--- config.mk ---
export PLATFORM = sky130hd
export DESIGN_NAME = prefix_postprocess_seq
export DESIGN_NICKNAME = d
export VERILOG_FILES = /design/src/rtl/prefix_postprocess_seq.sv
export SDC_FILE = /design/constraint.sdc
export NUM_CORES = 1
export LEC_CHECK = 0
export ABC_CLOCK_PERIOD_IN_PS = 4900
export CAP_MARGIN = 5
export CORE_ASPECT_RATIO = 1.5
export CORE_UTILIZATION = 35
export CTS_CLUSTER_DIAMETER = 60
export DETAILED_ROUTE_END_ITERATION = 12
export SYNTH_ARGS = -nofsm -noshare
export SYNTH_HDL_FRONTEND = slang
export SYNTH_SLANG_ARGS = --single-unit
--- constraint.sdc ---
create_clock -name clk -period 4.9 [get_ports clk]
set_input_delay 0.98 -clock clk [delete_from_list [all_inputs] [get_ports clk]]
set_output_delay 0.98 -clock clk [all_outputs]
set_load 0.02 [all_outputs]
--- src/rtl/prefix_postprocess_seq.sv ---
// Iterative Kogge-Stone postprocess: consumes G/P/Cin, evaluates one prefix
// level per clock, then forms Sum/Cout behind valid/ready handshakes.
module prefix_postprocess_seq #(
  parameter int WIDTH  = 16,
  parameter int LEVELS = 4
) (
  input  logic             clk,
  input  logic             rst_n,
  input  logic             in_valid,
  output logic             in_ready,
  input  logic [WIDTH-1:0] G,
  input  logic [WIDTH-1:0] P,
  input  logic             Cin,
  output logic             out_valid,
  input  logic             out_ready,
  output logic [WIDTH-1:0] Sum,
  output logic             Cout,
  output logic             gp_err
);

  localparam int KW = (LEVELS > 1) ? $clog2(LEVELS) : 1;

  typedef enum logic [1:0] {IDLE, EVAL, DONE} state_t;

  state_t           state, state_nxt;
  logic [KW-1:0]    k;
  logic [WIDTH-1:0] g_r, p_r, hsum_r, sum_r;
  logic             cin_r, cout_r, gp_err_r;
  logic [WIDTH-1:0] g_lvl, p_lvl;
  logic             accept, last_lvl;

  // One Kogge-Stone level at distance 2^lvl; bits below the distance pass through.
  function automatic logic [2*WIDTH-1:0] prefix_level(input logic [WIDTH-1:0] g,
                                                      input logic [WIDTH-1:0] p,
                                                      input logic [KW-1:0]    lvl);
    logic [WIDTH-1:0] low_mask;
    int               d;
    d        = 1 << lvl;
    low_mask = (WIDTH'(1) << d) - WIDTH'(1);
    return {g | (p & (g << d)), p & ((p << d) | low_mask)};
  endfunction

  assign {g_lvl, p_lvl} = prefix_level(g_r, p_r, k);

  assign accept   = (state == IDLE) && in_valid;
  assign last_lvl = (state == EVAL) && (k == KW'(LEVELS - 1));

  assign in_ready  = (state == IDLE);
  assign out_valid = (state == DONE);
  assign Sum       = sum_r;
  assign Cout      = cout_r;
  assign gp_err    = gp_err_r;

  always_ff @(posedge clk or negedge rst_n) begin
    if (!rst_n) state <= IDLE;
    else        state <= state_nxt;
  end

  always_comb begin
    state_nxt = state;
    case (state)
      IDLE:    if (in_valid) state_nxt = EVAL;
      EVAL:    if (last_lvl) state_nxt = DONE;
      DONE:    if (out_ready) state_nxt = IDLE;
      default: state_nxt = IDLE;
    endcase
  end

  // Capture folds Cin into g[0] so the tree yields carries directly.
  always_ff @(posedge clk or negedge rst_n) begin
    if (!rst_n) begin
      k        <= '0;
      g_r      <= '0;
      p_r      <= '0;
      hsum_r   <= '0;
      cin_r    <= 1'b0;
      sum_r    <= '0;
      cout_r   <= 1'b0;
      gp_err_r <= 1'b0;
    end else if (accept) begin
      hsum_r   <= P & ~G;
      g_r      <= G | {{(WIDTH-1){1'b0}}, P[0] & Cin};
      p_r      <= P;
      cin_r    <= Cin;
      k        <= '0;
      gp_err_r <= gp_err_r | (|(G & ~P));
    end else if (state == EVAL) begin
      g_r <= g_lvl;
      p_r <= p_lvl;
      k   <= k + KW'(1);
      if (last_lvl) begin
        k      <= '0;
        sum_r  <= hsum_r ^ {g_lvl[WIDTH-2:0], cin_r};
        cout_r <= g_lvl[WIDTH-1];
      end
    end
  end

endmodule

==> impl_metrics.tcl, run 1 <==
set metrics [dict create \
    layout_commonest_cell "nand2_1" \
    finalHoldViolations 0 \
    avgRoutedWirePerCell_microns 21.86 \
    wl_mm 15.78 \
    p_seq_frac 0.280 \
    clockPowerShare 0.154 \
    path_max_fanout 22 \
    clock_path_buffers 2 \
    drive_above_1_share 0.09364 \
    synth-main-ff-cell "dfrtp_1" \
    root_buffer "clkbuf_16" \
    dp_cells 706 \
    cts.clk_slew.worst_paths_ns 0.07 \
    drtAntennaViolNets 0 \
    diodes 0 \
    hold_depth 2 \
    cts_made_buffers 9 \
    start_kind "register" \
    p_comb_frac 0.566 \
    drtPass1Iterations 5 \
    die_y_microns 142.4 \
    finalSetupViolCount 0 \
    rr_worst_depth 8 \
    p_sw_mw 1.961 \
    synth-async-reset-ratio 1.000 \
    p_leak_nw 2.366 \
    antenna_found_initial 0 \
    crit_required_ns 5.18 \
    ys_seq_area_frac 0.3864 \
    tns_ns 0 \
    rsz0062_at_grt "false" \
    coreArea_sq_mm 0.01264 \
    clk_latency_ns 0.34 \
    nets 604 \
    dp_hpwl_mm 11.51 \
    p_int_mw 2.176 \
    critPathKind "reg2reg" \
    num_io_pins 57 \
    start_util 0.3639 \
    postSynthCellCount 519 \
    track_usage 0.2439 \
    worst_slew_pin_slew_ns 0.9517 \
    yosys.cell_types.count 56 \
    min_period_over_period 0.6162 \
    cts_tree "done" \
    syn_nets 562 \
    num_vias 4179 \
    final_cell_mix "nand2_1, dfrtp_1, clkdlybuf4s50_1, nor2_1, o21ai_0" \
    final.min_clock_period_ns 3.020 \
    ir_drop_mv 0.1809 \
    fp.dieW_microns 95.59 \
    synth_area_sq_mm 0.004598 \
    switching_share 0.4740 \
    rows 50 \
    maxCapViolations 0 \
    grt.overflow.total 0 \
    ys_seq_elements 71 \
    yosysWarnings 0 \
    skew_ns 0.01228 \
    place_area_sq_mm 0.005263 \
    synthToLayoutAreaGrowth_pct 20.57 \
    fmax_ghz 0.3312 \
    end_kind "register" \
    die_area_sq_mm 0.01361 \
    layoutNonFillerInstCount 722 \
    dr.first_iter.drc_count 293 \
    ctsResizeCount 0 \
    cts_hold_buf 0 \
    syn_area_per_cell_sq_um 8.860 \
    drc 0 \
    clock-sinks 71 \
    synth_edf_count 0 \
    power_density_mw_per_mm2 746.2 \
    cp.arrival_ns 3.30 \
    vias_per_cell 5.788 \
    grt_max_degree 72 \
    io_buffers 56 \
    post_cts_buffers 0 \
    grt_pass1_wl_mm 24.34 \
    final_area_sq_mm 0.005544 \
    slew_headroom 0.3655 \
    gp_congestion 0.9858 \
    grt_pass1_vias 4195 \
    hold_class "reg2reg" \
    cts_max_level 3 \
    finalMaxSlewViolations 0 \
    outcome "finished clean" \
]
==> per-stage QoR <==
stage | setup slack [ns] | hold WS (ns) | utilization | power (mW)
2_1_floorplan | 2.553 | 0.4623 | - | 2.730
3_5_place_dp | 1.898 | 0.4707 | 0.4164 | 3.488
4_1_cts | 1.885 | 0.4848 | 0.4387 | 4.132
6_report | 1.880 | 0.4761 | 0.4387 | 4.137
3_3_place_gp | 1.958 | 0.4621 | 0.4164 | 3.468
5_1_grt | 1.738 | 0.5014 | 0.4387 | 4.399
==> path summary, 6_finish.rpt <==
check	end	slack [ns]	from
hold reg to reg	Sum[6]$_DFFE_PN0P_	0.48	Sum[6]$_DFFE_PN0P_
max in group asynchronous	Cout$_DFFE_PN0P_	3.49	rst_n
hold / removal	Sum[6]$_DFFE_PN0P_	0.48	Sum[6]$_DFFE_PN0P_
setup reg to reg	Sum[15]$_DFFE_PN0P_	1.88	k[0]$_DFFE_PN0P_
setup / recovery	Sum[15]$_DFFE_PN0P_	1.88	k[0]$_DFFE_PN0P_
min in group asynchronous	hsum_r[7]$_DFFE_PN0P_	0.78	rst_n
==> worst max-delay path, cell delays in order (launching register included) <==
cell and delay [ns]:
dfrtp_1 0.42, inv_1 0.15, ha_2 0.58, buf_4 0.39, mux2i_1 0.16, mux4_2 0.50, and2_4 0.18, or4_1 0.49
nand3_1 0.08
==> Yosys cell counts, drive strengths merged, types with 4 or more instances <==
library cell | number | area share
clkbuf | 25 | 0.020
a31oi | 5 | 0.0068
xnor2 | 8 | 0.015
and2 | 5 | 0.0073
nand2 | 87 | 0.071
mux2 | 11 | 0.027
o211ai | 7 | 0.011
nor2 | 36 | 0.029
nor3b | 9 | 0.015
a211oi | 4 | 0.0065
o22ai | 14 | 0.019
ha | 6 | 0.016
a41oi | 4 | 0.0076
mux2i | 30 | 0.065
mux4 | 10 | 0.049
o311ai | 4 | 0.0076
nand2b | 7 | 0.0095
o221ai | 4 | 0.0076
a221oi | 12 | 0.023
o21ai | 35 | 0.038
xor2 | 4 | 0.0076
dfrtp | 71 | 0.39
inv | 26 | 0.021
a21oi | 20 | 0.022
nand3 | 19 | 0.021
buf | 9 | 0.015
o31ai | 10 | 0.016
==> kinds of logic after synthesis <==
family	share of synthesized area
xor gates and xnor gates	0.02286
AOI/OAI and AO/OA	0.2005
adders and majority gates	0.01633
buffers and inverters	0.05796
muxes	0.1412
and+or+nand+nor	0.1747
DFF	0.3864
==> state kept, by name (all words and copies together) (netlist names) <==
register	count
p_r	16
hsum_r	16
Sum	16
k	2
gp_err	1
state	2
cin_r	1
Cout	1
g_r	16
==> per-layer routing <==
metal	global-route usage	vias to the layer above	part of all wire
li1	-	1957	-
met3	0.03152	32	0.043
met1	0.2967	2059	0.41
met4	0.1076	0	0.038
met2	0.4226	131	0.51
met5	0	-	0
==> layout make-up <==
cell class / count / area (sq um)
Multi-Input combinational cell: 386 / 2560
Timing Repair Buffer: 65 / 625.6
Fill cell: 1269 / 7093
Tap cell: 156 / 195.2
Clock buffer: 9 / 225.2
Clock inverter: 7 / 56.30
Sequential cell: 71 / 1777
Inverter: 28 / 105.1
==> power by group through the flow <==
stage | sequential (mW) | combinational (mW) | clock [mW]
floorplan | 1.12 | 1.61 | 0
global placement | 1.15 | 2.32 | 0
detailed placement | 1.16 | 2.33 | 0
CTS | 1.15 | 2.34 | 0.645
global route | 1.19 | 2.54 | 0.676
finish | 1.16 | 2.34 | 0.638
Power figures use the tool's default switching activity.
==> run 2: changes to the inputs <==
--- a/config.mk
+++ b/config.mk
@@ -5,7 +5,7 @@
 export SDC_FILE = /design/constraint.sdc
 export NUM_CORES = 1
 export LEC_CHECK = 0
-export ABC_CLOCK_PERIOD_IN_PS = 4900
+export ABC_CLOCK_PERIOD_IN_PS = 2900
 export CAP_MARGIN = 5
 export CORE_ASPECT_RATIO = 1.5
 export CORE_UTILIZATION = 35
==> constraint.sdc (replaced) <==
create_clock -name clk -period 2.9 [get_ports clk]
set_input_delay 0.58 -clock clk [delete_from_list [all_inputs] [get_ports clk]]
set_output_delay 0.58 -clock clk [all_outputs]
set_load 0.02 [all_outputs]
==> run 2 against run 1 <==
Largest cell class unchanged. Critical path type unchanged. Die area did not move. Combinational power grew 81%. Clock skew is 0.0041 ns lower. Setup slack worse by 1.8 ns. Sequential share of layout area decreased by 1.0 points. Via count up 3.7%.
==> impl_metrics.tcl, run 2 (synthesized netlist as in run 1, its figures left out) <==
set metrics [dict create \
    final.min_clock_period_ns 2.771 \
    setup_ws_ns 0.1288 \
    final_util 0.4533 \
    io_buffers 56 \
    finalSetupViolCount 0 \
    cp.arrival_ns 2.97 \
    rsz0062_at_grt "false" \
    clock_path_buffers 2 \
    root_buffer "clkbuf_16" \
    grt_max_degree 72 \
    min_period_over_period 0.9556 \
    cts_made_buffers 9 \
    finalMaxSlewViolations 0 \
    finalHoldViolations 0 \
    num_io_pins 57 \
    critPathKind "reg2reg" \
    synthToLayoutAreaGrowth_pct 24.57 \
    grt.overflow.total 0 \
    avgRoutedWirePerCell_microns 22.33 \
    power_density_mw_per_mm2 1276 \
    path_max_fanout 18 \
    rr_worst_depth 8 \
    cts.clk_slew.worst_paths_ns 0.06 \
    die_y_microns 142.4 \
    maxCapViolations 0 \
    num_vias 4334 \
    hold_class "in2async" \
    nets 625 \
    cts_tree "done" \
    dp_hpwl_mm 12.55 \
    top_layer "met4" \
    rows 50 \
    antenna_found_initial 0 \
    cts_max_level 3 \
    drtAntennaViolNets 0 \
    diodes 0 \
    die_area_sq_mm 0.01361 \
    vias_per_cell 5.833 \
    coreArea_sq_mm 0.01264 \
    worst_slew_pin_slew_ns 0.9466 \
    grt_pass1_wl_mm 25.45 \
    track_usage 0.2565 \
    slew_headroom 0.3690 \
    met3_wirelength_microns 641 \
    start_util 0.3639 \
    clk_latency_ns 0.34 \
    dr.first_iter.drc_count 363 \
    end_kind "register" \
    cts_hold_buf 0 \
    ir_drop_mv 0.4183 \
    met1_length_mm 6.883 \
    fmax_ghz 0.3609 \
    drtPass1Iterations 5 \
    clock-sinks 71 \
    fp.dieW_microns 95.59 \
    crit_required_ns 3.10 \
    grt_pass1_vias 4373 \
    fin_hold_ws_ns 0.3891 \
    p_leak_nw 2.481 \
    wl_mm 16.59 \
    layout_commonest_cell "nand2_1" \
    dp_slack_ns -0.003759 \
    final_cell_mix "nand2_1, dfrtp_1, clkdlybuf4s50_1, nor2_1, o21ai_0" \
    start_kind "register" \
    wl_met2_mm 8.606 \
    drive_above_1_share 0.1244 \
    outcome "finished clean" \
    gp_congestion 0.9366 \
    skew_ns 0.008200 \
    drc 0 \
    post_cts_buffers 0 \
]
## run 2: metrics by stage
stage | TNS, ns | cell area, sq um | instances | total power, mW
6_report | 0 | 5728 | 743 | 7.310
5_1_grt | 0 | 5728 | 743 | 7.771
4_1_cts | 0 | 5728 | 743 | 7.297
3_5_place_dp | -0.003759 | 5420 | 727 | 6.129
3_3_place_gp | 0 | 5420 | 727 | 6.094
2_1_floorplan | 0 | 4598 | 519 | 4.613
## run 2: report_power, final
group	total [mW]	switching, mW	internal (mW)	leakage (nW)
sequential	1.95	0.506	1.44	0.891
clock	1.13	0.455	0.671	0.143
combinational	4.24	2.43	1.81	1.45
## run 2: what timing repair did
item                                    4_1_cts  5_1_grt
endpoints found under the hold margin         0        0
endpoints found under the setup margin        1        0
gates resized for setup                       1        0
## run 2: metal layers
| layer | track usage | vias to the layer above |
|---|---|---|
| li1 | - | 1999 |
| met1 | 0.3150 | 2152 |
| met2 | 0.4508 | 154 |
| met3 | 0.02938 | 29 |
| met4 | 0.09819 | 0 |
| met5 | 0 | - |
## run 2: path summary, 6_finish.rpt
path,start,to,slack [ns]
max in group asynchronous,rst_n,hsum_r[15]$_DFFE_PN0P_,1.90
setup / recovery,k[0]$_DFFE_PN0P_,p_r[4]$_DFFE_PN0P_,0.13
hold / removal,rst_n,hsum_r[8]$_DFFE_PN0P_,0.39
hold reg to reg,gp_err$_DFFE_PN0P_,gp_err$_DFFE_PN0P_,0.46
min in group clk,gp_err$_DFFE_PN0P_,gp_err$_DFFE_PN0P_,0.46
setup reg to reg,k[0]$_DFFE_PN0P_,p_r[4]$_DFFE_PN0P_,0.13
## run 2: critical path: stages (launching register included)
cell and delay, ns:
dfrtp_1 0.41, inv_1 0.19, ha_4 0.38, buf_4 0.27
mux2_2 0.38, mux2i_1 0.29, o21ai_0 0.11, a21boi_0 0.47
nor3_1 0.12
## run 2: cell type report
type,count,area [sq um]
repair buffers,86,783.3
clock inverters,6,68.82
clock buffers,10,229.0
multi-input cells,386,2570
flip-flops and latches,71,1777
fillers,1280,6909
well taps,156,195.2
inverters,28,105.1
==> run 3: changes to the inputs <==
--- a/config.mk
+++ b/config.mk
@@ -8,9 +8,12 @@
 export ABC_CLOCK_PERIOD_IN_PS = 2900
 export CAP_MARGIN = 5
 export CORE_ASPECT_RATIO = 1.5
-export CORE_UTILIZATION = 35
+export CORE_UTILIZATION = 45
+export CTS_BUF_LIST = sky130_fd_sc_hd__clkbuf_16
 export CTS_CLUSTER_DIAMETER = 60
 export DETAILED_ROUTE_END_ITERATION = 12
+export PLACE_DENSITY = 0.67
+export SLEW_MARGIN = 10
 export SYNTH_ARGS = -nofsm -noshare
 export SYNTH_HDL_FRONTEND = slang
 export SYNTH_SLANG_ARGS = --single-unit
==> run 3 against run 2 <==
The run now ends with design-rule violations left. Global-route usage is 5.9 points higher. Non-clock buffer count is 11 lower. Sequential share of layout area is 0.55 points higher. Setup slack better by 0.092 ns. Final cell count is 7.0% lower. Via count is 0.85% lower. Critical endpoint is now g_r[13]$_DFFE_PN0P_.
==> impl_metrics.tcl, run 3 (synthesized netlist as in run 1, its figures left out) <==
set metrics [dict create \
    cts_hold_buf 0 \
    num_io_pins 57 \
    crit_required_ns 3.08 \
    violations "design-rule violations" \
    gp_congestion 0.9278 \
    final_cell_mix "nand2_1, dfrtp_1, clkdlybuf4s50_1, nor2_1, o21ai_0" \
    antenna_found_initial 0 \
    rsz0062_at_grt "false" \
    cts_max_level 3 \
    finalSetupViolCount 0 \
    vias_per_cell 6.219 \
    critPathKind "reg2reg" \
    clock_path_buffers 2 \
    grt.overflow.total 0 \
    outcome "finished with violations" \
    skew_ns 0.008128 \
    power_density_mw_per_mm2 1293 \
    ctsResizeCount 0 \
    avgRoutedWirePerCell_microns 22.85 \
    layout_commonest_cell "nand2_1" \
    dp_hpwl_mm 11.88 \
    fmax_ghz 0.3732 \
    start_util 0.4692 \
    grt_pass1_wl_mm 24.92 \
    drtAntennaViolNets 0 \
    fillCellCount 901 \
    drc 4 \
    wl_mm 15.79 \
    cp_num_buf_inv 2 \
    finalMaxSlewViolations 0 \
    grt_max_degree 72 \
    num_vias 4297 \
    end_kind "register" \
    worst_slew_pin_slew_ns 0.9305 \
    dr.first_iter.drc_count 404 \
    final_util 0.5743 \
    rows 44 \
    track_usage 0.3155 \
    clk_latency_ns 0.34 \
    layoutNonFillerInstCount 691 \
    post_cts_buffers 0 \
    final.min_clock_period_ns 2.679 \
    coreArea_sq_mm 0.009799 \
    slowest_stage "ha_2" \
    dp_cells 675 \
    cts_tree "done" \
    drtPass1Iterations 9 \
    diodes 0 \
    cp_cell_sequence "inv_1 > ha_2 > buf_12 > mux2_2 > and2_1 > o211ai_1 > a21boi_0 > o221ai_1" \
    cts.clk_slew.worst_paths_ns 0.06 \
    fin_hold_ws_ns 0.3412 \
    fp.dieW_microns 84.54 \
    slowest_delay_ns 0.43 \
    dp_slack_ns 0.2515 \
    nets 614 \
    die_area_sq_mm 0.01063 \
    cp.arrival_ns 2.86 \
    setup_ws_ns 0.2205 \
    min_period_over_period 0.9239 \
    die_y_microns 125.8 \
    path_max_fanout 18 \
    grt_pass1_vias 4289 \
    cts_made_buffers 9 \
    root_buffer "clkbuf_16" \
    finalHoldViolations 0 \
    start_kind "register" \
    io_buffers 56 \
    synthToLayoutAreaGrowth_pct 22.39 \
    tns_ns 0 \
    drive_above_1_share 0.1076 \
    slew_headroom 0.3797 \
    crit_family "compound AO/OA/AOI/OAI gates" \
    maxCapViolations 0 \
    ir_drop_mv 0.7729 \
    clock-sinks 71 \
    p_leak_nw 2.445 \
    hold_class "in2async" \
]
[run 3: routing by layer]
metal,vias up,track usage,wire length [microns]
li1,1986,-,-
met1,2095,0.3951,6333
met2,178,0.5227,7839
met3,38,0.05242,902
met4,0,0.1625,712
met5,-,0,0
[run 3: final cells by class]
cell class	instances	area, sq um	area share
repair buffers	75	738.2	0.1312
clock buffers	9	225.2	0.04002
well taps	115	143.9	0.02557
multi-input cells	386	2560	0.4549
flip-flops and latches	71	1777	0.3157
clock inverters	7	78.83	0.01401
inverters	28	105.1	0.01867
[run 3: final timing paths]
| kind | from | end | slack (ns) | cells past startpoint |
|---|---|---|---|---|
| hold / removal | rst_n | k[0]$_DFFE_PN0P_ | 0.34 | 1 |
| min in group clk | gp_err$_DFFE_PN0P_ | gp_err$_DFFE_PN0P_ | 0.47 | 1 |
| setup / recovery | k[0]$_DFFE_PN0P_ | g_r[13]$_DFFE_PN0P_ | 0.22 | 8 |
| setup reg to reg | k[0]$_DFFE_PN0P_ | g_r[13]$_DFFE_PN0P_ | 0.22 | 8 |
| hold reg to reg | gp_err$_DFFE_PN0P_ | gp_err$_DFFE_PN0P_ | 0.47 | 1 |
| max in group asynchronous | rst_n | p_r[4]$_DFFE_PN0P_ | 1.91 | 1 |
[run 3: metrics by stage]
step / power (mW) / cell area (sq um)
CTS: 7.256 / 5628
detailed placement: 6.089 / 5324
global placement: 6.039 / 5324
floorplan: 4.613 / 4598
finish: 7.276 / 5628
global route: 7.741 / 5628
[run 3: where the power goes]
group | internal (mW) | switching, mW
clock network | 0.678 | 0.470
registers | 1.44 | 0.539
logic | 1.79 | 2.36
total | 3.91 | 3.37
